## config.mk

```make
export PLATFORM = sky130hd
export DESIGN_NAME = math_result_display
export DESIGN_NICKNAME = d
export VERILOG_FILES = /design/src/rtl/math_result_display.sv
export SDC_FILE = /design/constraint.sdc
export NUM_CORES = 1
export LEC_CHECK = 0
export ABC_CLOCK_PERIOD_IN_PS = 3280
export BUFFER_PORTS_ARGS = -buffer_cell sky130_fd_sc_hd__clkbuf_2
export CAP_MARGIN = 30
export CORE_MARGIN = 4
export CORE_UTILIZATION = 57
export CTS_CLUSTER_DIAMETER = 50
export CTS_CLUSTER_SIZE = 14
export DETAILED_ROUTE_END_ITERATION = 6
export GPL_ROUTABILITY_DRIVEN = 0
export PLACE_DENSITY = 0.78
export SETUP_SLACK_MARGIN = 0.3
export SLEW_MARGIN = 20
export SYNTH_ARGS = -nofsm -noshare
export SYNTH_HDL_FRONTEND = slang
export SYNTH_SLANG_ARGS = --single-unit
```

## constraint.sdc

```tcl
create_clock -name clk -period 3.28 [get_ports clk]
set_input_delay 0.164 -clock clk [delete_from_list [all_inputs] [get_ports clk]]
set_output_delay 0.164 -clock clk [all_outputs]
set_load 0.005 [all_outputs]
```

## src/rtl/math_result_display.sv

```systemverilog
// math_result_display - latches one add/sub result and scans it onto a 4-digit common-anode display
module math_result_display #(
  parameter int REFRESH_DIV = 100000
) (
  input  logic       clk,
  input  logic       rst_n,
  input  logic [3:0] a,
  input  logic [3:0] b,
  input  logic [3:0] aplusb,
  input  logic [3:0] aminusb,
  input  logic       sel,
  input  logic       load,
  output logic [3:0] an,
  output logic [6:0] seg,
  output logic       dp,
  output logic       valid
);

  localparam int CW = (REFRESH_DIV > 2) ? $clog2(REFRESH_DIV) : 1;
  localparam logic [CW-1:0] CNT_MAX = CW'(REFRESH_DIV - 1);
  localparam logic [6:0] SEG_DASH  = 7'b0111111;
  localparam logic [6:0] SEG_BLANK = 7'b1111111;
  localparam logic [6:0] SEG_ONE   = 7'b1111001;

  logic [CW-1:0] cnt;
  logic [1:0]    idx;
  logic          loadQ;
  logic [3:0]    capA, capB, capSum, capDiff;
  logic          capSel;
  logic [3:0]    nextAn;
  logic [6:0]    nextSeg;
  logic          nextDp;
  logic [3:0]    magnitude;
  logic          aLtB;
  logic          carry;

  function automatic logic [6:0] hexSeg(input logic [3:0] v);
    case (v)
      4'h0: hexSeg = 7'b1000000;
      4'h1: hexSeg = 7'b1111001;
      4'h2: hexSeg = 7'b0100100;
      4'h3: hexSeg = 7'b0110000;
      4'h4: hexSeg = 7'b0011001;
      4'h5: hexSeg = 7'b0010010;
      4'h6: hexSeg = 7'b0000010;
      4'h7: hexSeg = 7'b1111000;
      4'h8: hexSeg = 7'b0000000;
      4'h9: hexSeg = 7'b0010000;
      4'hA: hexSeg = 7'b0001000;
      4'hB: hexSeg = 7'b0000011;
      4'hC: hexSeg = 7'b1000110;
      4'hD: hexSeg = 7'b0100001;
      4'hE: hexSeg = 7'b0000110;
      default: hexSeg = 7'b0001110;
    endcase
  endfunction

  // Carry and sign are recovered from the captured nibbles, not recomputed from scratch
  assign magnitude = ~capDiff + 4'd1;
  assign aLtB      = capA < capB;
  assign carry     = capSum < capA;

  always_comb begin
    nextAn  = ~(4'b0001 << idx);
    nextSeg = SEG_DASH;
    nextDp  = 1'b1;
    if (valid) begin
      case (idx)
        2'd3: nextSeg = hexSeg(capA);
        2'd2: begin
          nextSeg = hexSeg(capB);
          nextDp  = 1'b0;
        end
        2'd1: begin
          if (capSel) nextSeg = aLtB ? SEG_DASH : SEG_BLANK;
          else        nextSeg = carry ? SEG_ONE : SEG_BLANK;
        end
        default: begin
          if (!capSel)   nextSeg = hexSeg(capSum);
          else if (aLtB) nextSeg = hexSeg(magnitude);
          else           nextSeg = hexSeg(capDiff);
        end
      endcase
    end
  end

  always_ff @(posedge clk or negedge rst_n) begin
    if (!rst_n) begin
      cnt     <= '0;
      idx     <= 2'd0;
      loadQ   <= 1'b0;
      capA    <= 4'd0;
      capB    <= 4'd0;
      capSum  <= 4'd0;
      capDiff <= 4'd0;
      capSel  <= 1'b0;
      valid   <= 1'b0;
      an      <= 4'b1111;
      seg     <= 7'b1111111;
      dp      <= 1'b1;
    end else begin
      loadQ <= load;
      if (load && !loadQ) begin
        capA    <= a;
        capB    <= b;
        capSum  <= aplusb;
        capDiff <= aminusb;
        capSel  <= sel;
        valid   <= 1'b1;
      end
      if (cnt == CNT_MAX) begin
        cnt <= '0;
        idx <= idx + 2'd1;
      end else begin
        cnt <= cnt + 1'b1;
      end
      an  <= nextAn;
      seg <= nextSeg;
      dp  <= nextDp;
    end
  end

endmodule
```

Word level (Yosys, flattened, before mapping) --
Memory sizes are Yosys's and may differ from the RTL's. Index checks and enable logic that the tools add are counted.
Word-level totals: flip-flop bits (word level) 50, bits in read-only memories 560, output and inout bits 13, word-level logic and storage cells 41, memories kept 5
Operators by class: $add $sub $neg 3, $lt $le $gt $ge 2, eq/ne operators 4, shift operators 1, multiplexer cells 10, bitwise operators 2, reduce and logical (&&, ||, !) cells 2
Memory list:
- (no name shown) | words 16, width 7, rd ports 1, clocked after Yosys merged registers in 0, write ports 0, RTL line 38 | case (v)
- (no name shown) | words 16, width 7, rd ports 1, clocked after Yosys merged registers in 0, write ports 0, RTL line 38
- (no name shown) | words 16, width 7, rd ports 1, clocked after Yosys merged registers in 0, write ports 0, RTL line 38
- (no name shown) | words 16, width 7, rd ports 1, clocked after Yosys merged registers in 0, write ports 0, RTL line 38
- (no name shown) | words 16, width 7, rd ports 1, clocked after Yosys merged registers in 0, write ports 0, RTL line 38
Operators by type and width (number):
- $mux 7 | 5
- $pmux 7 s3 | 1
- $add 17x1->17 const B | 1
- $eq 17x17->1 const B | 1
- $mux 17 | 1
- $lt 4x4->1 | 2
- $not 4->4 | 2
- $add 4x1->4 const B | 1
- $eq 2x2->1 const B | 2
- $shl 1x2->4 const A | 1
- $mux 3 | 1
- $add 2x1->2 const B | 1
- $eq 2x1->1 const B | 1
- $mux 1 | 2
- $logic_and 1x1->1 | 1
- $logic_not 1->1 | 1

Logic depth before layout (Yosys ltp) --
Gate-level depths: netlist of the first run. An unclocked memory read counts as a cell.
depth after elaboration 7, gate-level depth with buffers 10, gate-level depth less buffers 8

Least setup slack after synthesis of the first run --
OpenSTA, ideal clock, no wires.
path type reg2reg, start point reg capDiff[0], end point reg seg[6], setup time 89 ps, data arrival time 2143 ps, setup slack 1048 ps, cell stages (with the launch flop) 10, path buffers 1, clock period less this slack 2232 ps, cells stage by stage dfrtp_1 inv_1 ha_1 ha_1 clkbuf_1 nor2_1 a21oi_1 nor3_1 a211o_1 a211oi_1
On the way: word-level cells in the longest chain between the ends 7
Ends and longest elaborated chain:
- from (decl) | RTL line 28 | logic [3:0] capA, capB, capSum, capDiff;
- from (signal assigned) | RTL line 107 | capDiff <= aminusb;
- $not 4->4 | RTL line 59 | assign magnitude = ~capDiff + 4'd1;
- $add 4x1->4 | RTL line 59
- $mem_v2 16x7
- $mux 7 * | RTL line 80 | else if (aLtB) nextSeg = hexSeg(magnitude);
- $mux 7 * | RTL line 79 | if (!capSel) nextSeg = hexSeg(capSum);
- $pmux 7 s3 * | RTL line 68 | case (idx)
- $mux 7 * | RTL line 67 | if (valid) begin
- named net nextSeg[6] | RTL line 31 | logic [6:0] nextSeg;
- to (signal assigned) | RTL line 118 | seg <= nextSeg;
- to (decl) | RTL line 14 | output logic [6:0] seg,
Mark *: on every way through the listed nets, which the timed path passes. The rest lies on a longest branch. A chain may end at the register's enable or synchronous reset.

Worst setup path in the final report of the first run --
start point reg capDiff[1], end point reg seg[0]
Same word-level chain as after synthesis.

==> flow_summary.toml, run 1 <==
[final_layout]
mostFrequentLayoutCell = "ha_1"
drive_above_1_share_pct = 17.4
nNetsFinal = 485
postLayoutCoreUtil_pct = 65.5
nFillCells = 490
area_growth_pct = 8.70
n_antenna_cell = 0
final_cell_mix = "ha_1 (40), dfrtp_1 (38), nand2_1 (37)"
final_cells = 501

[grt]
gr-total-overflow = 0
antenna_found_initial = 0
track_usage_pct = 21.6
grt_first_pass_wirelength_um = 13300
grt_pass1_vias = 2855
grt_max_degree = 34

[yosys]
synth_edf_count = 0
synth_nets = 464
syn_inst = 404
synth_top_area_share_pct = 26.0
synth-main-ff-cell = "dfrtp_1"
ys_ff_latch = 50
synth.yosys.seq_area_share_pct = 34.7
synth_top_area_cell = "dfrtp_1"
synth_async_sr_flop_share_pct = 100
ys_warn_count = 0
synth_area_leaders = "dfrtp_1 (26%), ha_1 (14%), dfstp_2 (8.6%), o21ai_0 (4.1%), nand2_1 (3.8%)"
synthesis.area_um2 = 3650
syn_avg_cell_area_um2 = 9.04
synth_cell_types = 55

[min_path]
hold_path_depth = 3
hold_path.class = "input pin to flip-flop"
hp-start = "b[0]"
holdPathEnd = "capB[0]"

[floorplanning]
die_area_um2 = 7750
die_w_um = 88.0
fp-row-count = 28
core-area_um2 = 6060
start_util_pct = 60.3
num_io_pins = 33
die_h_um = 88.0

[pwr]
p_per_area_nw_per_um2 = 457
power_leakage_nw = 1.80
vdd_drop_max_mv = 0.289
p_total_mw = 1.81

[cts]
cts_made_buffers = 5
clk_pin_slew_ns = 0.10
cts_resized = 0
cts_tree = "built"
clock-root-buffer = "clkbuf_8"
clock_path_buffers = 2
hold_buffers = 2
clock_latency_ns = 0.31
cts_sinks = 50
cts_setup_buffers = 0
cts_max_level = 2

[place]
placed_cells = 491
hpwl_um = 5800
place.port_buffers = 32

[critical_path]
r2r_slack_ns = 0.82
rr_endpoint = "seg[0]"
worstSetupPathType = "flip-flop to flip-flop"
critical_path_required_ns = 3.51
rr_startpoint = "capDiff[1]"
worst-r2r-cell-count = 7
path_max_fanout = 13
cp-start-kind = "flip-flop"
cp.arrival_ns = 2.69
cp-end-kind = "flip-flop"

[timing]
hold_viol_final = 0
worstMarginPinSlew_ns = 0.835
slew_headroom_pct = 44.3
clock.fmax_mhz = 406
finalCriticalPeriod_ns = 2.46
layout_worst_path_cycle_share_pct = 75.1
finalSetupTns_ns = 0
holdWs_ns = 0.0506
setup_viol = 0
rsz0062_at_grt = "no"
slew_viol_final = 0
finalClockSkew_ns = 0.0108

[detailed_routing]
routedWlPerCell_um = 15.5
drt-pass1-iter-count = 4
drtIter0Drc = 215
ant_nets = 0
routed_wl_um = 7770
post-route-drc-count = 0
vias = 3016
vias_per_cell = 6.02

[run]
maxCapViolations = 0

[outcome]
run_status = "completed"
==> stage by stage <==
| stage | instance area, um^2 | setup WS, ns |
|---|---|---|
| floorplan | 3650 | 1.05 |
| global placement | 3830 | 1.01 |
| detailed placement | 3830 | 0.898 |
| CTS | 3960 | 0.877 |
| global route | 3970 | 0.569 |
| finish | 3970 | 0.817 |
==> per-layer routing <==
layer	track usage [%]	vias up	wire [um]
met5	0	-	0
met4	5.63	0	123
li1	-	1463	-
met3	3.10	12	380
met1	29.7	1454	3470
met2	35.9	87	3800
==> worst max-delay path: stages (launching register included) <==
cell       delay, ns
dfrtp_1         0.62
inv_1           0.18
ha_1            0.27
ha_1            0.47
inv_1           0.13
xnor2_1         0.15
a2111oi_0       0.44
a211oi_1        0.14
==> worst max-delay path by stage <==
stage,slack (ns),cells after the start,endpoint,from
6_report,0.82,7,seg[0],capDiff[1]
5_1_grt,0.57,8,seg[6],capDiff[1]
4_1_cts,0.88,8,seg[6],capDiff[1]
3_5_place_dp,0.90,7,seg[0],capDiff[1]
3_3_place_gp,1.01,8,seg[6],capDiff[1]
2_1_floorplan,1.05,9,seg[6],capDiff[0]
==> cells by family after synthesis <==
family	after synthesis	synth area share, %
AO/OA/AOI/OAI	95	17.5
flip-flops	50	34.7
XOR/XNOR	20	5.00
buffers and inverters	48	5.21
multiplexers	17	5.55
adder cells (fa/ha/maj)	40	13.7
AND/OR/NAND/NOR	134	18.4
==> report_power, final <==
part	internal, mW	switching, mW	total, mW
Clock	0.228	0.216	0.444
Sequential	0.699	0.103	0.802
Combinational	0.264	0.304	0.568
Total	1.19	0.623	1.81
==> cells in the mapped netlist, types with 2 or more instances <==
| cell | n |
|---|---|
| dfstp_2 | 12 |
| dfrtp_1 | 38 |
| inv_1 | 25 |
| a211o_1 | 3 |
| buf_2 | 8 |
| nand2_1 | 37 |
| a311oi_1 | 2 |
| xnor2_1 | 10 |
| o21ai_0 | 30 |
| a21boi_0 | 2 |
| nand4_1 | 3 |
| o31ai_1 | 4 |
| nor4_1 | 2 |
| and3_1 | 7 |
| nor3_1 | 11 |
| a32oi_1 | 2 |
| mux2i_1 | 9 |
| nand2b_1 | 10 |
| clkbuf_1 | 14 |
| or3_1 | 4 |
| mux4_2 | 2 |
| a21oi_1 | 17 |
| o21a_1 | 2 |
| a31oi_1 | 4 |
| o31a_1 | 2 |
| a211oi_1 | 5 |
| a2111oi_0 | 2 |
| mux2_2 | 6 |
| or2_2 | 4 |
| xor2_1 | 9 |
| nand3_1 | 16 |
| ha_1 | 40 |
| o21bai_1 | 2 |
| o211ai_1 | 8 |
| nor2_1 | 29 |
| nor2b_1 | 4 |
==> cell type report <==
type / instances / area [um^2] / area share (%)
timing repair buffer: 36 / 195 / 4.92
sequential: 50 / 1270 / 31.9
clock buffer: 6 / 72.6 / 1.83
inverter: 26 / 97.6 / 2.46
tap: 75 / 93.8 / 2.36
multi-input combinational: 306 / 2210 / 55.6
clock inverter: 2 / 37.5 / 0.945
==> registers in the layout, indices dropped and copies added (netlist names), 2 cells and up <==
name,cells
cnt,17
seg,7
an,4
capA,4
capB,4
capDiff,4
capSum,4
idx,2
Power figures use the tool's default switching activity.
==> run 2: changes to the inputs <==
--- a/config.mk
+++ b/config.mk
@@ -5,7 +5,8 @@
 export SDC_FILE = /design/constraint.sdc
 export NUM_CORES = 1
 export LEC_CHECK = 0
-export ABC_CLOCK_PERIOD_IN_PS = 3280
+export ABC_AREA = 1
+export ABC_CLOCK_PERIOD_IN_PS = 2600
 export BUFFER_PORTS_ARGS = -buffer_cell sky130_fd_sc_hd__clkbuf_2
 export CAP_MARGIN = 30
 export CORE_MARGIN = 4
==> constraint.sdc (replaced) <==
create_clock -name clk -period 2.6 [get_ports clk]
set_input_delay 0.13 -clock clk [delete_from_list [all_inputs] [get_ports clk]]
set_output_delay 0.13 -clock clk [all_outputs]
set_load 0.005 [all_outputs]
==> flow_summary.toml, run 2 <==
[outcome]
run_status = "completed"

[timing]
layout_worst_path_cycle_share_pct = 77.1
worstMarginPinSlew_ns = 0.481
finalCriticalPeriod_ns = 2.00
finalClockSkew_ns = 0.0142
finalSetupTns_ns = 0
slew_viol_final = 0
rsz0062_at_grt = "no"
slew_headroom_pct = 67.9
setup_viol = 0
hold_viol_final = 0
clock.fmax_mhz = 499

[detailed_routing]
post-route-drc-count = 0
highest_layer = "met4"
ant_nets = 0
wl_met2_um = 3820
vias_per_cell = 5.47
vias = 3365
routedWlPerCell_um = 13.2
wl_met1_um = 3730
drtIter0Drc = 271
met3_length_um = 430
drt-pass1-iter-count = 6
routed_wl_um = 8100

[final_layout]
nNetsFinal = 597
final_cell_mix = "nand2_1 (119), inv_1 (51), a21oi_1 (51)"
mostFrequentLayoutCell = "nand2_1"
area_growth_pct = 9.27
final_area_um2 = 4090
n_antenna_cell = 0
reg.largest.list = "cnt (17), seg (7)"
largest_reg_flops = 17
largest-register = "cnt"
drive_above_1_share_pct = 16.5
postLayoutCoreUtil_pct = 64.3

[cts]
cts_tree = "built"
clk_pin_slew_ns = 0.10
cts_max_level = 2
cts_setup_buffers = 0
cts_made_buffers = 5
clock_latency_ns = 0.31
clock_path_buffers = 2
cts_sinks = 50
clock-root-buffer = "clkbuf_8"

[critical_path]
cp-start-kind = "flip-flop"
cp_slowest_cell = "dfrtp_1"
path_max_fanout = 8
critical_path_required_ns = 2.83
cp.arrival_ns = 2.24
path_cells = "bufinv_8 > ha_1 > ha_1 > inv_1 > o21ai_0 > nand2_1 > nand3_1 > nand2_1 > a21oi_1"
cp-end-kind = "flip-flop"
max_stage_delay_ns = 0.46
worstSetupPathType = "flip-flop to flip-flop"

[place]
place.port_buffers = 32
dpl_cell_area_um2 = 3970
hpwl_um = 6340

[grt]
gr-total-overflow = 0
grt_max_degree = 32
grt_pass1_vias = 3272
grt_first_pass_wirelength_um = 14200
track_usage_pct = 22.3
antenna_found_initial = 0

[floorplanning]
fp-row-count = 29
die_h_um = 89.0
start_util_pct = 58.9
num_io_pins = 33
die_w_um = 89.0
core-area_um2 = 6350
die_area_um2 = 7920

[pwr]
power_leakage_nw = 2.12
p_total_mw = 2.14
vdd_drop_max_mv = 0.344
p_per_area_nw_per_um2 = 524

[yosys]
synth_nets = 564
synthTopCellsByCount = "nand2_1 (119), a21oi_1 (51), inv_1 (51)"
ys_ff_latch = 50
synthesis.area_um2 = 3740
syn_avg_cell_area_um2 = 7.42
synth.yosys.seq_area_share_pct = 33.9
synth-main-ff-cell = "dfrtp_1"
syn_inst = 504
synth_edf_count = 0
synth_async_sr_flop_share_pct = 100
synth_area_leaders = "dfrtp_1 (25%), ha_1 (13%), nand2_1 (12%), dfstp_2 (8.4%), a21oi_1 (6.8%)"
synth_cell_types = 39
synthMostInstantiatedCell = "nand2_1"
synth_top_area_share_pct = 25.4
ys_warn_count = 0
synth_top_area_cell = "dfrtp_1"

[run]
maxCapViolations = 0

[min_path]
hold_path.class = "input pin to flip-flop"
## run 2: cell types whose count changed after synthesis, moves of 10 or more
cell,before,now
a21oi_1,17,51
clkbuf_1,14,3
inv_1,25,51
inv_2,1,13
nand2_1,37,119
nand2b_1,10,0
nand3_1,16,34
nor2_1,29,43
## run 2: worst paths after layout
kind                                  from          to  slack (ns)  cells past startpoint
worst max-delay path            capDiff[1]      seg[6]        0.60                      9
worst min-delay path                  a[1]     capA[1]        0.05                      3
worst max register to register  capDiff[1]      seg[6]        0.60                      9
worst min register to register      cnt[0]      cnt[0]        0.47                      1
max in group asynchronous            rst_n          dp        1.90                      3
min in group asynchronous            rst_n  capDiff[2]        0.32                      3
## run 2: through the flow
step / hold slack [ns] / worst slack (ns) / instances
after detailed placement: 0.132 / 0.539 / 605
after global routing: 0.0591 / 0.401 / 615
final: 0.0522 / 0.596 / 615
after global placement: 0.124 / 0.631 / 604
after CTS: 0.0490 / 0.508 / 615
after floorplan: -0.166 / 0.700 / 504
## run 2: critical path: cells and delay by family (launching register included)
kind	cells	cell delay [ns]
AOI/OAI and AO/OA	2	0.30
and+or+nand+nor	3	0.21
adders and majority gates	2	0.59
DFF	1	0.46
buffers and inverters	2	0.37
## run 2: where the power goes
part | switching [mW] | internal, mW
sequential | 0.0930 | 0.881
combinational | 0.417 | 0.259
clock | 0.289 | 0.200
## run 2: metal layers
layer	vias up	global-route usage [%]
li1	1693	-
met1	1547	30.5
met2	112	37.1
met3	13	3.13
met4	0	6.50
met5	-	0
## run 2: timing repair
item | in CTS | in global routing
hold endpoints to repair | 39 | 0
resized for setup | 0 | 1
endpoints found under the setup margin | 0 | 2
hold buffers | 2 | 0
## run 2: kinds of logic (layout without fill, tap and decap cells)
family | count (synthesis) | after routing | synth area share, %
xor+xnor | 11 | 11 | 2.58
flops | 50 | 50 | 33.9
buf+inv | 80 | 114 | 9.34
simple gates | 228 | 228 | 27.3
mux | 1 | 1 | 0.268
fa+ha+maj | 40 | 40 | 13.4
compound gates | 94 | 94 | 13.2
## run 2: area by class of cell
class | count | area (um^2)
Timing Repair Buffer | 37 | 223
Tap cell | 77 | 96.3
Inverter | 69 | 278
Clock inverter | 3 | 28.8
Fill cell | 565 | 2260
Multi-Input combinational cell | 374 | 2120
Sequential cell | 50 | 1270
Clock buffer | 5 | 68.8
==> run 3: changes to the inputs <==
--- a/config.mk
+++ b/config.mk
@@ -6,7 +6,7 @@
 export NUM_CORES = 1
 export LEC_CHECK = 0
 export ABC_AREA = 1
-export ABC_CLOCK_PERIOD_IN_PS = 2600
+export ABC_CLOCK_PERIOD_IN_PS = 2000
 export BUFFER_PORTS_ARGS = -buffer_cell sky130_fd_sc_hd__clkbuf_2
 export CAP_MARGIN = 30
 export CORE_MARGIN = 4
==> constraint.sdc (replaced) <==
create_clock -name clk -period 2 [get_ports clk]
set_input_delay 0.1 -clock clk [delete_from_list [all_inputs] [get_ports clk]]
set_output_delay 0.1 -clock clk [all_outputs]
set_load 0.005 [all_outputs]
==> flow_summary.toml, run 3 (synthesized netlist as in run 2, its figures left out) <==
[floorplanning]
die_w_um = 89.0
die_h_um = 89.0
num_io_pins = 33
start_util_pct = 58.9
fp-row-count = 29
die_area_um2 = 7920
core-area_um2 = 6350

[critical_path]
endpoint = "seg[6]"
rr_endpoint = "seg[6]"
cp-end-kind = "flip-flop"
critPathTopFamily = "simple AND/OR/NAND/NOR gates"
path_cells = "buf_6 > buf_4 > nor2_8 > nand2_2 > nand2_4 > nand2_8 > inv_4 > nand2_1 > nand3_1 > nand2_1 > a21oi_2"
path_max_fanout = 7
worst-r2r-cell-count = 11
worstSetupPathType = "flip-flop to flip-flop"
max_stage_delay_ns = 0.44
cp.arrival_ns = 1.84
critical_path_required_ns = 2.24
cpMostUsedCell = "nand2_1"
crit_buf_inv = 3
cp_slowest_cell = "dfrtp_2"
rr_startpoint = "capDiff[0]"
cp-start-kind = "flip-flop"
cp.depth = 11
cp-startpoint = "capDiff[0]"
r2r_slack_ns = 0.40

[place]
place.port_buffers = 32
placed_cells = 606
place_ws_ns = 0.138
hpwl_um = 6470
dpl_cell_area_um2 = 3980

[timing]
finalSetupTns_ns = 0
slew_headroom_pct = 65.0
worstMarginPinSlew_ns = 0.524
setup_viol = 0
holdWs_ns = 0.0260
finalClockSkew_ns = 0.0128
fin_ws_ns = 0.399
clock.fmax_mhz = 625
layout_worst_path_cycle_share_pct = 80.1
hold_viol_final = 0
finalCriticalPeriod_ns = 1.60
rsz0062_at_grt = "yes"
slew_viol_final = 0

[cts]
clk_pin_slew_ns = 0.10
cts_tree = "built"
cts_max_level = 2
clock_latency_ns = 0.31
cts_made_buffers = 5
clock-root-buffer = "clkbuf_8"
cts_sinks = 50
clock_path_buffers = 2

[detailed_routing]
post-route-drc-count = 0
routedWlPerCell_um = 13.5
drtIter0Drc = 273
vias = 3439
ant_nets = 0
drt-pass1-iter-count = 5
routed_wl_um = 8480
vias_per_cell = 5.47

[final_layout]
largest_reg_flops = 17
postLayoutCoreUtil_pct = 67.2
reg.largest.list = "cnt (17), seg (7)"
mostFrequentLayoutCell = "nand2_1"
final_cell_mix = "nand2_1 (117), a21oi_1 (48), inv_1 (45)"
n_antenna_cell = 0
largest-register = "cnt"
drive_above_1_share_pct = 23.4
final_area_um2 = 4270
final_cells = 629
nNetsFinal = 611
nFillCells = 528
area_growth_pct = 14.2

[run]
maxCapViolations = 0

[pwr]
power_leakage_nw = 2.16
vdd_drop_max_mv = 0.367
p_per_area_nw_per_um2 = 680
p_total_mw = 2.90

[grt]
grt_pass1_vias = 3201
antenna_found_initial = 0
gr-total-overflow = 0
track_usage_pct = 22.2
grt_first_pass_wirelength_um = 14200
grt_max_degree = 22

[min_path]
hold_path.class = "input pin to flip-flop"

[outcome]
run_status = "completed"
-- run 3: cell count changes in the layout (fill, tap and decap cells not counted), moves of 3 or more --
cell     previous run  this run
dfrtp_1            37        31
a21oi_1            51        48
inv_1              51        45
buf_4               2        16
inv_2              13        16
ha_1               40        35
a21oi_2             1         4
dfrtp_2             1         7
inv_4               2         5
ha_4                0         3
-- run 3: where the power goes --
part / total (mW) / switching [mW] / internal [mW]
Sequential: 1.26 / 0.114 / 1.15
Clock: 0.637 / 0.375 / 0.262
Combinational: 1.00 / 0.604 / 0.400
Total: 2.90 / 1.09 / 1.81
-- run 3: layout make-up --
class                      instances  area, um^2  area share, %
clock inverter                     3        28.8          0.674
tap                               77        96.3           2.26
clock buffer                       5        68.8           1.61
inverter                          69         283           6.62
timing repair buffer              51         312           7.30
multi-input combinational        374        2210           51.7
sequential                        50        1270           29.9
-- run 3: routing by layer --
| layer | share of wire (%) | GRT usage (%) | up-vias |
|---|---|---|---|
| li1 | - | - | 1720 |
| met3 | 5.0 | 2.76 | 21 |
| met4 | 2.1 | 6.77 | 0 |
| met5 | 0 | 0 | - |
| met2 | 49 | 38.6 | 124 |
| met1 | 44 | 29.0 | 1574 |
-- run 3: how the worst min path moves through the flow --
stage	start	endpoint	slack [ns]	cells past startpoint
finish	sel	capSel	0.03	3
global route	aplusb[3]	capSum[3]	0.02	3
CTS	aplusb[3]	capSum[3]	0.02	3
detailed placement	rst_n	cnt[14]	0.11	1
global placement	rst_n	cnt[14]	0.10	1
floorplan	rst_n	capA[0]	-0.20	0
-- run 3: repair_timing --
action,CTS,global route
endpoints found under the hold margin,14,0
hold buffers,2,0
pin swaps,0,5
gates resized for setup,5,27
endpoints found under the setup margin,6,12
setup buffers,3,10
-- run 3: worst reg2reg max path, cell delays in order (launching register included) --
cell and delay, ns:
dfrtp_2 0.44, buf_6 0.14, buf_4 0.15, nor2_8 0.12, nand2_2 0.07, nand2_4 0.09
nand2_8 0.08, inv_4 0.07, nand2_1 0.05, nand3_1 0.08, nand2_1 0.07, a21oi_2 0.17
